## src/rtl/scrambler_block_sequencer_if.sv

```systemverilog
// scrambler_block_sequencer_if: PIPE receive beats in, registered stream plus descrambler framing controls out.
interface scrambler_block_sequencer_if #(parameter int DATA_W = 32);
  logic [2:0]          GEN;
  logic [5:0]          PIPEWIDTH;
  logic                rxValid;
  logic                rxStartBlock;
  logic [1:0]          rxSyncHeader;
  logic [DATA_W-1:0]   rxData;
  logic [DATA_W/8-1:0] rxDataK;
  logic                ltssmScrambleOff;
  logic [DATA_W-1:0]   masterData;
  logic [DATA_W/8-1:0] masterDataK;
  logic                masterValid;
  logic [1:0]          syncHeader;
  logic                turnOff;
  logic                blockStart;
  logic [3:0]          symIdx;
  logic                blockErr;
  logic [15:0]         blockCount;
  logic [7:0]          errCount;
  modport master (
    output GEN, PIPEWIDTH, rxValid, rxStartBlock, rxSyncHeader, rxData, rxDataK, ltssmScrambleOff,
    input  masterData, masterDataK, masterValid, syncHeader, turnOff, blockStart, symIdx, blockErr,
           blockCount, errCount
  );
  modport slave (
    input  GEN, PIPEWIDTH, rxValid, rxStartBlock, rxSyncHeader, rxData, rxDataK, ltssmScrambleOff,
    output masterData, masterDataK, masterValid, syncHeader, turnOff, blockStart, symIdx, blockErr,
           blockCount, errCount
  );
endinterface

```

## src/rtl/scrambler_block_sequencer.sv

```systemverilog
// scrambler_block_sequencer: 128b/130b block framing tracker with 1-cycle aligned data path.
// Optional block/error statistics counters are enabled by defining SEQ_BLOCK_STATS_EN.
module scrambler_block_sequencer #(
  parameter int SYMS_PER_BLOCK = 16
) (
  input logic clk,
  input logic reset_n,
  scrambler_block_sequencer_if.slave bus
);
  localparam int CW = $clog2(SYMS_PER_BLOCK) + 1;
  typedef enum logic [1:0] {IDLE, HDR, BODY} state_t;
  state_t        state;
  logic [CW-1:0] cnt, bpb, base, nxt;
  logic [2:0]    gen_q;
  logic [5:0]    pw_q;
  logic          g3, cfg_chg, act, start, bad_hdr, miss, err, adv, wrap;
  always_comb begin
    g3      = bus.GEN >= 3'd3;
    bpb     = (bus.PIPEWIDTH == 6'd8) ? CW'(1) : (bus.PIPEWIDTH == 6'd16) ? CW'(2) : CW'(4);
    cfg_chg = (bus.GEN != gen_q) || (bus.PIPEWIDTH != pw_q);
    act     = g3 && bus.rxValid && !cfg_chg;
    start   = act && bus.rxStartBlock;
    bad_hdr = (bus.rxSyncHeader == 2'b00) || (bus.rxSyncHeader == 2'b11);
    miss    = act && !bus.rxStartBlock && (state == HDR);
    // resync and bad header on the same beat collapse into one pulse
    err     = (start && (bad_hdr || (state == BODY && cnt != '0))) || miss;
    adv     = start || (act && state == BODY);
    base    = start ? '0 : cnt;
    nxt     = base + bpb;
    wrap    = nxt == CW'(SYMS_PER_BLOCK);
  end
  always_ff @(posedge clk or negedge reset_n) begin
    if (!reset_n) begin
      state           <= IDLE;
      cnt             <= '0;
      gen_q           <= '0;
      pw_q            <= '0;
      bus.masterData  <= '0;
      bus.masterDataK <= '0;
      bus.masterValid <= 1'b0;
      bus.syncHeader  <= 2'b00;
      bus.turnOff     <= 1'b1;
      bus.blockStart  <= 1'b0;
      bus.symIdx      <= '0;
      bus.blockErr    <= 1'b0;
    end else begin
      gen_q           <= bus.GEN;
      pw_q            <= bus.PIPEWIDTH;
      bus.masterValid <= bus.rxValid;
      if (bus.rxValid) begin
        bus.masterData  <= bus.rxData;
        bus.masterDataK <= bus.rxDataK;
      end
      bus.blockErr   <= err;
      bus.blockStart <= start;
      bus.syncHeader <= !start ? 2'b00 : bad_hdr ? 2'b10 : bus.rxSyncHeader;
      bus.turnOff    <= (!g3 || start) ? bus.ltssmScrambleOff : bus.turnOff;
      bus.symIdx     <= (!g3 || cfg_chg) ? '0 : !bus.rxValid ? bus.symIdx :
                        (state == BODY && !start) ? cnt[3:0] : '0;
      if (!g3 || cfg_chg || miss) begin
        state <= IDLE;
        cnt   <= '0;
      end else if (adv) begin
        state <= wrap ? HDR : BODY;
        cnt   <= wrap ? '0 : nxt;
      end
    end
  end
`ifdef SEQ_BLOCK_STATS_EN
  always_ff @(posedge clk or negedge reset_n) begin
    if (!reset_n) begin
      bus.blockCount <= '0;
      bus.errCount   <= '0;
    end else begin
      if (start) bus.blockCount <= bus.blockCount + 16'd1;
      if (err && bus.errCount != 8'hFF) bus.errCount <= bus.errCount + 8'd1;
    end
  end
`else
  assign bus.blockCount = '0;
  assign bus.errCount   = '0;
`endif
endmodule

```

## src/flat_wrapper.sv

```systemverilog
// flat-port wrapper written by rule: the top's interface ports become plain ports
module scrambler_block_sequencer_flat 
#(
  parameter int SYMS_PER_BLOCK = 16
)
  (clk, reset_n, bus_GEN, bus_PIPEWIDTH, bus_rxValid, bus_rxStartBlock, bus_rxSyncHeader, bus_rxData, bus_rxDataK, bus_ltssmScrambleOff, bus_masterData, bus_masterDataK, bus_masterValid, bus_syncHeader, bus_turnOff, bus_blockStart, bus_symIdx, bus_blockErr, bus_blockCount, bus_errCount);
  scrambler_block_sequencer_if #(.DATA_W(32)) bus_i ();
  input logic clk;
  input logic reset_n;
  input wire logic [$bits(bus_i.GEN)-1:0] bus_GEN;
  input wire logic [$bits(bus_i.PIPEWIDTH)-1:0] bus_PIPEWIDTH;
  input wire logic [$bits(bus_i.rxValid)-1:0] bus_rxValid;
  input wire logic [$bits(bus_i.rxStartBlock)-1:0] bus_rxStartBlock;
  input wire logic [$bits(bus_i.rxSyncHeader)-1:0] bus_rxSyncHeader;
  input wire logic [$bits(bus_i.rxData)-1:0] bus_rxData;
  input wire logic [$bits(bus_i.rxDataK)-1:0] bus_rxDataK;
  input wire logic [$bits(bus_i.ltssmScrambleOff)-1:0] bus_ltssmScrambleOff;
  output wire logic [$bits(bus_i.masterData)-1:0] bus_masterData;
  output wire logic [$bits(bus_i.masterDataK)-1:0] bus_masterDataK;
  output wire logic [$bits(bus_i.masterValid)-1:0] bus_masterValid;
  output wire logic [$bits(bus_i.syncHeader)-1:0] bus_syncHeader;
  output wire logic [$bits(bus_i.turnOff)-1:0] bus_turnOff;
  output wire logic [$bits(bus_i.blockStart)-1:0] bus_blockStart;
  output wire logic [$bits(bus_i.symIdx)-1:0] bus_symIdx;
  output wire logic [$bits(bus_i.blockErr)-1:0] bus_blockErr;
  output wire logic [$bits(bus_i.blockCount)-1:0] bus_blockCount;
  output wire logic [$bits(bus_i.errCount)-1:0] bus_errCount;
  assign bus_i.GEN = bus_GEN;
  assign bus_i.PIPEWIDTH = bus_PIPEWIDTH;
  assign bus_i.rxValid = bus_rxValid;
  assign bus_i.rxStartBlock = bus_rxStartBlock;
  assign bus_i.rxSyncHeader = bus_rxSyncHeader;
  assign bus_i.rxData = bus_rxData;
  assign bus_i.rxDataK = bus_rxDataK;
  assign bus_i.ltssmScrambleOff = bus_ltssmScrambleOff;
  assign bus_masterData = bus_i.masterData;
  assign bus_masterDataK = bus_i.masterDataK;
  assign bus_masterValid = bus_i.masterValid;
  assign bus_syncHeader = bus_i.syncHeader;
  assign bus_turnOff = bus_i.turnOff;
  assign bus_blockStart = bus_i.blockStart;
  assign bus_symIdx = bus_i.symIdx;
  assign bus_blockErr = bus_i.blockErr;
  assign bus_blockCount = bus_i.blockCount;
  assign bus_errCount = bus_i.errCount;
  scrambler_block_sequencer #(.SYMS_PER_BLOCK(SYMS_PER_BLOCK)) u_core (.clk(clk), .reset_n(reset_n), .bus(bus_i));
endmodule
```

## config.mk

```make
export PLATFORM = sky130hd
export DESIGN_NAME = scrambler_block_sequencer_flat
export DESIGN_NICKNAME = d
export VERILOG_FILES = /design/src/rtl/scrambler_block_sequencer_if.sv /design/src/rtl/scrambler_block_sequencer.sv /design/src/flat_wrapper.sv
export SDC_FILE = /design/constraint.sdc
export NUM_CORES = 1
export LEC_CHECK = 0
export CORE_ASPECT_RATIO = 1.75
export CORE_MARGIN = 2
export CORE_UTILIZATION = 38
export CTS_BUF_LIST = sky130_fd_sc_hd__clkbuf_4
export DETAILED_ROUTE_END_ITERATION = 7
export PLACE_DENSITY = 0.8
export SYNTH_ARGS = -nofsm -noshare
export SYNTH_HDL_FRONTEND = slang
export SYNTH_SLANG_ARGS = --single-unit
```

## constraint.sdc

```tcl
create_clock -name clk -period 3.77 [get_ports clk]
set_input_delay 0.377 -clock clk [delete_from_list [all_inputs] [get_ports clk]]
set_output_delay 0.377 -clock clk [all_outputs]
set_load 0.01 [all_outputs]
```

### After elaboration in Yosys (flattened, before gate mapping)

Index checks and enable logic that the tools add are counted.

* register bits: 62
* input bits: 52
* output and inout bits: 70
* word-level logic and storage cells: 61

* magnitude comparators: 1
* reductions and logical operators: 25
* mux-type cells: 14
* add/subtract/negate cells: 1
* eq/ne operators: 8

Operators with widths (number)
* $mux W5: 5
* $mux W4: 3
* $mux W2: 5
* $logic_and A1 B1 Y1: 9
* $logic_or A1 B1 Y1: 8
* $eq A6 B4 Y1 const B: 1
* $eq A6 B5 Y1 const B: 1
* $ne A6 B6 Y1: 1
* $add A5 B5 Y5: 1
* $eq A5 B5 Y1 const B: 1
* $reduce_bool A5 Y1: 1
* $eq A2 B2 Y1 const B: 2
* $logic_not A1 Y1: 4
* $reduce_bool A2 Y1: 2
* $ge A3 B2 Y1 const B: 1
* $mux W3: 1
* $ne A3 B3 Y1: 1
* $eq A2 B1 Y1 const B: 1
* $logic_not A2 Y1: 1

### Depth between registers and ports, before layout

* word-level depth: 11
* gate-level depth with buffers: 14
* mapped depth without buffers: 12

### Least setup slack after synthesis

OpenSTA, ideal clock, no wires.

* kind: input to register
* start point: input bus_PIPEWIDTH[0]
* end point: register u_core.state[1]
* setup time: 0.121 ns
* arrival: 2.943 ns
* setup slack: 0.706 ns
* path buffers: 1
* stages: 12
* required time: 3.649 ns
* cell sequence: xor2_1 > nor4_1 > and4_1 > buf_6 > and2b_1 > ha_1 > inv_1 > fa_1 > xnor2_1 > or3_1 > or4_1 > a22o_1

* cells in the longest elaborated chain, start to end: 11
* elaborated cells between the ends (all ways): 22
* classes of those cells: add/sub: 1; eq/ne: 4; mux: 6; reduce/logical: 11

Ends and longest elaborated chain
* from (decl): RTL line flat_wrapper.sv:11 `input wire logic [$bits(bus_i.PIPEWIDTH)-1:0] bus_PIPEWIDTH;`
* $ne A6 B6 Y1 (*): RTL line scrambler_block_sequencer.sv:20 `cfg_chg = (bus.GEN != gen_q) || (bus.PIPEWIDTH != pw_q);`
* $logic_or A1 B1 Y1 (*): RTL line scrambler_block_sequencer.sv:20
* $logic_not A1 Y1 (*): RTL line scrambler_block_sequencer.sv:21 `act = g3 && bus.rxValid && !cfg_chg;`
* $logic_and A1 B1 Y1 (*): RTL line scrambler_block_sequencer.sv:21
* $logic_and A1 B1 Y1 (*): RTL line scrambler_block_sequencer.sv:22 `start = act && bus.rxStartBlock;`
* via u_core.start: RTL line scrambler_block_sequencer.sv:16 `logic g3, cfg_chg, act, start, bad_hdr, miss, err, adv, wrap;`
* $mux W5: RTL line scrambler_block_sequencer.sv:28 `base = start ? '0 : cnt;`
* $add A5 B5 Y5: RTL line scrambler_block_sequencer.sv:29 `nxt = base + bpb;`
* $eq A5 B5 Y1: RTL line scrambler_block_sequencer.sv:30 `wrap = nxt == CW'(SYMS_PER_BLOCK);`
* $mux W2: RTL line scrambler_block_sequencer.sv:64 `state <= wrap ? HDR : BODY;`
* $mux W2: RTL line scrambler_block_sequencer.sv:63 `end else if (adv) begin`
* $mux W2: RTL line scrambler_block_sequencer.sv:60 `if (!g3 || cfg_chg || miss) begin`
* to (signal assigned): RTL line scrambler_block_sequencer.sv:64
* to (decl): RTL line scrambler_block_sequencer.sv:12 `state_t state;`

Mark *: on every way through the listed nets, which the timed path passes. The rest lies on a longest branch. The select of a mux whose other input is x is not followed.
A chain may end at the register's enable or synchronous reset.

### Final worst setup path

* start point: input bus_GEN[1]
* end point: register u_core.state[1]

* cells in the longest elaborated chain, start to end: 11
* elaborated cells between the ends (all ways): 21
* classes of those cells: add/sub: 1; order compare: 1; eq/ne: 2; mux: 4; reduce/logical: 13

Ends and longest elaborated chain
* from (decl): RTL line flat_wrapper.sv:10 `input wire logic [$bits(bus_i.GEN)-1:0] bus_GEN;`
* branches (longest 11 deep; another with $add A5 B5 Y5)

Several ways; the timed one is not identified. The select of a mux whose other input is x is not followed.

==> out/metrics.yaml <==
timing:
  timing.final.crit_period_ns: 3.36
  maxSlewHeadroom: 0.610
  rsz_0062_raised_after_global_routing: "false"
  max_slew.worst_pin.slew_ns: 0.584
  clock.fmax_mhz: 298
  maxSlewViolCount: 0
  fin_crit_sh: 0.891
  layout_setup_ws_ns: 0.410
  report.final.setup_viol: 0
  final.setup_skew_ns: 0.00545
  hold_viol: 0
  timing.hold.ws_ns: 0.471
cts:
  tritoncts_num_sinks: 62
  htree_num_levels: 3
  tritoncts.num_buffers: 9
  cts-root-to-sink-buffers: 2
  clock-root-buffer: "sky130_fd_sc_hd__clkbuf_4"
  cts-resized-gates: 0
  insertion_delay_ns: 0.40
  clkSlewWorstSetupHoldPaths_ns: 0.11
  postCtsSetupBuffers: 0
  cts_tree: "done"
cells_and_area:
  fin_cells: 426
  leading_cell_types_in_the_layout_fill_and_taps_excluded: "sky130_fd_sc_hd__clkdlybuf4s50_1 (95), sky130_fd_sc_hd__dfrtp_1 (61), sky130_fd_sc_hd__mux2_2 (36), sky130_fd_sc_hd__conb_1 (24)"
  sequential_cell_area_um2: 1550
  area_taken_by_multi_input_logic_gates_um2: 1130
  fill_cells: 584
  syn2layout_area_growth_pct: 40.8
  leading_cell_type_in_the_layout_fill_and_taps_excluded: "sky130_fd_sc_hd__clkdlybuf4s50_1"
  stdcell_area_um2: 4000
  final_layout_size_suffix_gt1_frac: 0.180
  final_nets: 393
power:
  ir_drop_uv: 205
  power_leakage_nw: 1.74
  finalPower_mw: 1.50
  power.density_nw_per_um2: 377
synthesis:
  synth.largest_area_cell: "sky130_fd_sc_hd__dfrtp_1"
  synth_top_area_share: 0.538
  synthTopCellsByArea: "sky130_fd_sc_hd__dfrtp_1 (54%), sky130_fd_sc_hd__mux2_2 (14%), sky130_fd_sc_hd__buf_4 (6.3%)"
  synth.yosys.warnings: 0
  post_synth_inst_count: 226
  ys_types: 39
  synth.cell_area_um2: 2840
  postSynthRegisterBits: 62
  syn_avg_cell_area_um2: 12.6
  synth.yosys.seq_area_share: 0.547
detailed_routing:
  routed_via_density: 4.75
  num_vias: 2024
  drc: 0
  route.detailed.wl_per_inst_um: 14.1
  first_pass_iters: 4
  totalWireLength_um: 6020
  routed_antenna_nets: 0
  drtIter0Drc: 96
setup_path:
  crit_path_top_delay_cell: "sky130_fd_sc_hd__or4_1"
  cpPeakStageDelay_ns: 0.48
  crit_path_max_fanout: 5
  critical_path.startpoint_type: "primary input"
  timing.critical_path.cells: "clkdlybuf4s50_1 -> xor2_1 -> nor4_1 -> and4_1 -> and2b_1 -> ha_1 -> inv_1 -> fa_1 -> xnor2_1 -> or3_1 -> or4_1 -> a22o_1"
  worst-endpoint-arrival_ns: 3.66
  crit_buf_inv: 2
  timing.critical_path.to_type: "flop"
  setup.worst_path.class: "primary input to flop"
  required_ns: 4.07
  timing.critical_path.max_delay_family: "simple AND/OR/NAND/NOR gates"
hold_path:
  worstHoldPathType: "primary input to async pin"
die:
  core.rowCount: 41
  core_region_area_um2: 7230
  die_y_um: 118
  die_x_um: 69.3
  floorplan.io_pins: 122
  initial_core_util: 0.392
  die-area_um2: 8200
place:
  dpl.cell_count: 408
  dp.final_hpwl_um: 4640
  port_buffers: 97
  detailed_place.area_um2: 3830
  dp_slack_ns: -0.0252
  gpl.final_weighted_congestion: 0.833
grt:
  grt_remaining_overflow: 0
  global_route.usage.total: 0.155
  vias_in_the_first_global_route: 2159
  antenna_found_initial: 1
  grt_start_max_net_pins: 42
  grt_first_pass_wirelength_um: 10100
run_status:
  run_status: "finished, final reports clean"
flow_run:
  max_cap_viol_count: 0
[stage by stage]
| step | utilization | TNS (ns) |
|---|---|---|
| finish | 0.553 | 0 |
| global route | 0.553 | 0 |
| CTS | 0.552 | 0 |
| detailed placement | 0.529 | -0.0252 |
| global placement | 0.529 | 0 |
| floorplan | - | 0 |
[cells in the mapped netlist]
cell,instances
sky130_fd_sc_hd__a2111oi_0,1
sky130_fd_sc_hd__a211oi_1,1
sky130_fd_sc_hd__a21oi_1,5
sky130_fd_sc_hd__a22o_1,5
sky130_fd_sc_hd__a22oi_1,4
sky130_fd_sc_hd__a31oi_1,1
sky130_fd_sc_hd__a32o_1,1
sky130_fd_sc_hd__and2_1,1
sky130_fd_sc_hd__and2b_1,3
sky130_fd_sc_hd__and4_1,1
sky130_fd_sc_hd__buf_1,4
sky130_fd_sc_hd__buf_4,24
sky130_fd_sc_hd__buf_6,1
sky130_fd_sc_hd__clkbuf_1,1
sky130_fd_sc_hd__conb_1,1
sky130_fd_sc_hd__dfrtp_1,61
sky130_fd_sc_hd__dfstp_2,1
sky130_fd_sc_hd__fa_1,1
sky130_fd_sc_hd__ha_1,6
sky130_fd_sc_hd__inv_1,9
sky130_fd_sc_hd__mux2_2,36
sky130_fd_sc_hd__mux2i_1,1
sky130_fd_sc_hd__nand2_1,4
sky130_fd_sc_hd__nand2b_1,1
sky130_fd_sc_hd__nand3_1,1
sky130_fd_sc_hd__nand3_2,1
sky130_fd_sc_hd__nand4_1,1
sky130_fd_sc_hd__nor2_1,11
sky130_fd_sc_hd__nor2b_1,4
sky130_fd_sc_hd__nor3_1,2
sky130_fd_sc_hd__nor3b_1,5
sky130_fd_sc_hd__nor4_1,5
sky130_fd_sc_hd__o211ai_1,1
sky130_fd_sc_hd__o21ai_0,3
sky130_fd_sc_hd__o31ai_1,1
sky130_fd_sc_hd__or3_1,2
sky130_fd_sc_hd__or4_1,3
sky130_fd_sc_hd__xnor2_1,2
sky130_fd_sc_hd__xor2_1,10
[flip-flops by register name (all words and copies together) (netlist names)]
| register | count |
|---|---|
| u_core.bus.masterData | 32 |
| u_core.pw_q | 6 |
| u_core.cnt | 5 |
| u_core.bus.masterDataK | 4 |
| u_core.bus.symIdx | 4 |
| u_core.gen_q | 3 |
| u_core.bus.syncHeader | 2 |
| u_core.state | 2 |
| u_core.bus.blockErr | 1 |
| u_core.bus.blockStart | 1 |
| u_core.bus.masterValid | 1 |
| u_core.bus.turnOff | 1 |
[kinds of logic (layout without fill, tap and decap cells)]
family	count (synthesis)	in the layout	share of synthesized area
flops	62	62	0.547
simple gates	45	45	0.0917
buf+inv	39	129	0.0860
mux	37	37	0.146
compound gates	23	23	0.0569
xor+xnor	12	12	0.0370
fa+ha+maj	7	7	0.0335
other cells	1	25	0.00132
[power by group]
| part | internal [mW] | switching, mW | total [mW] | leakage [nW] |
|---|---|---|---|---|
| clock network | 0.280 | 0.231 | 0.511 | 0.0883 |
| logic | 0.159 | 0.104 | 0.262 | 0.893 |
| registers | 0.711 | 0.0212 | 0.732 | 0.758 |
[final cells by class]
| type | instances | share of cell area |
|---|---|---|
| repair buffers | 104 | 0.254 |
| clock buffers | 11 | 0.0207 |
| clock inverters | 5 | 0.0185 |
| diodes | 1 | 0.000626 |
| flip-flops and latches | 62 | 0.389 |
| multi-input cells | 148 | 0.282 |
| well taps | 86 | 0.0269 |
| inverters | 9 | 0.00845 |
[routing by layer]
layer,vias to the layer above,GRT usage,wire length [um]
li1,960,-,-
met3,16,0.0350,281
met2,75,0.274,3300
met1,973,0.160,2180
met4,0,0.103,252
met5,-,0,0
[path summary, 6_finish.rpt]
| path | start | endpoint | slack [ns] | depth (start not counted) |
|---|---|---|---|---|
| max in group asynchronous | reset_n | u_core.bus.turnOff | 2.38 | 3 |
| min in group clk | bus_PIPEWIDTH[0] | u_core.pw_q[0] | 0.47 | 1 |
| min reg2reg | u_core.bus.turnOff | u_core.bus.turnOff | 0.49 | 2 |
| min | reset_n | u_core.bus.masterData[15] | 0.47 | 2 |
| max reg2reg | u_core.pw_q[0] | u_core.state[1] | 0.49 | 11 |
| max | bus_GEN[1] | u_core.state[1] | 0.41 | 12 |
[timing repair]
item | in CTS | in global routing
hold buffers | 1 | 0
endpoints found under the setup margin | 0 | 0
hold endpoints to repair | 23 | 0
No activity file was read; power rests on OpenSTA's default activity.
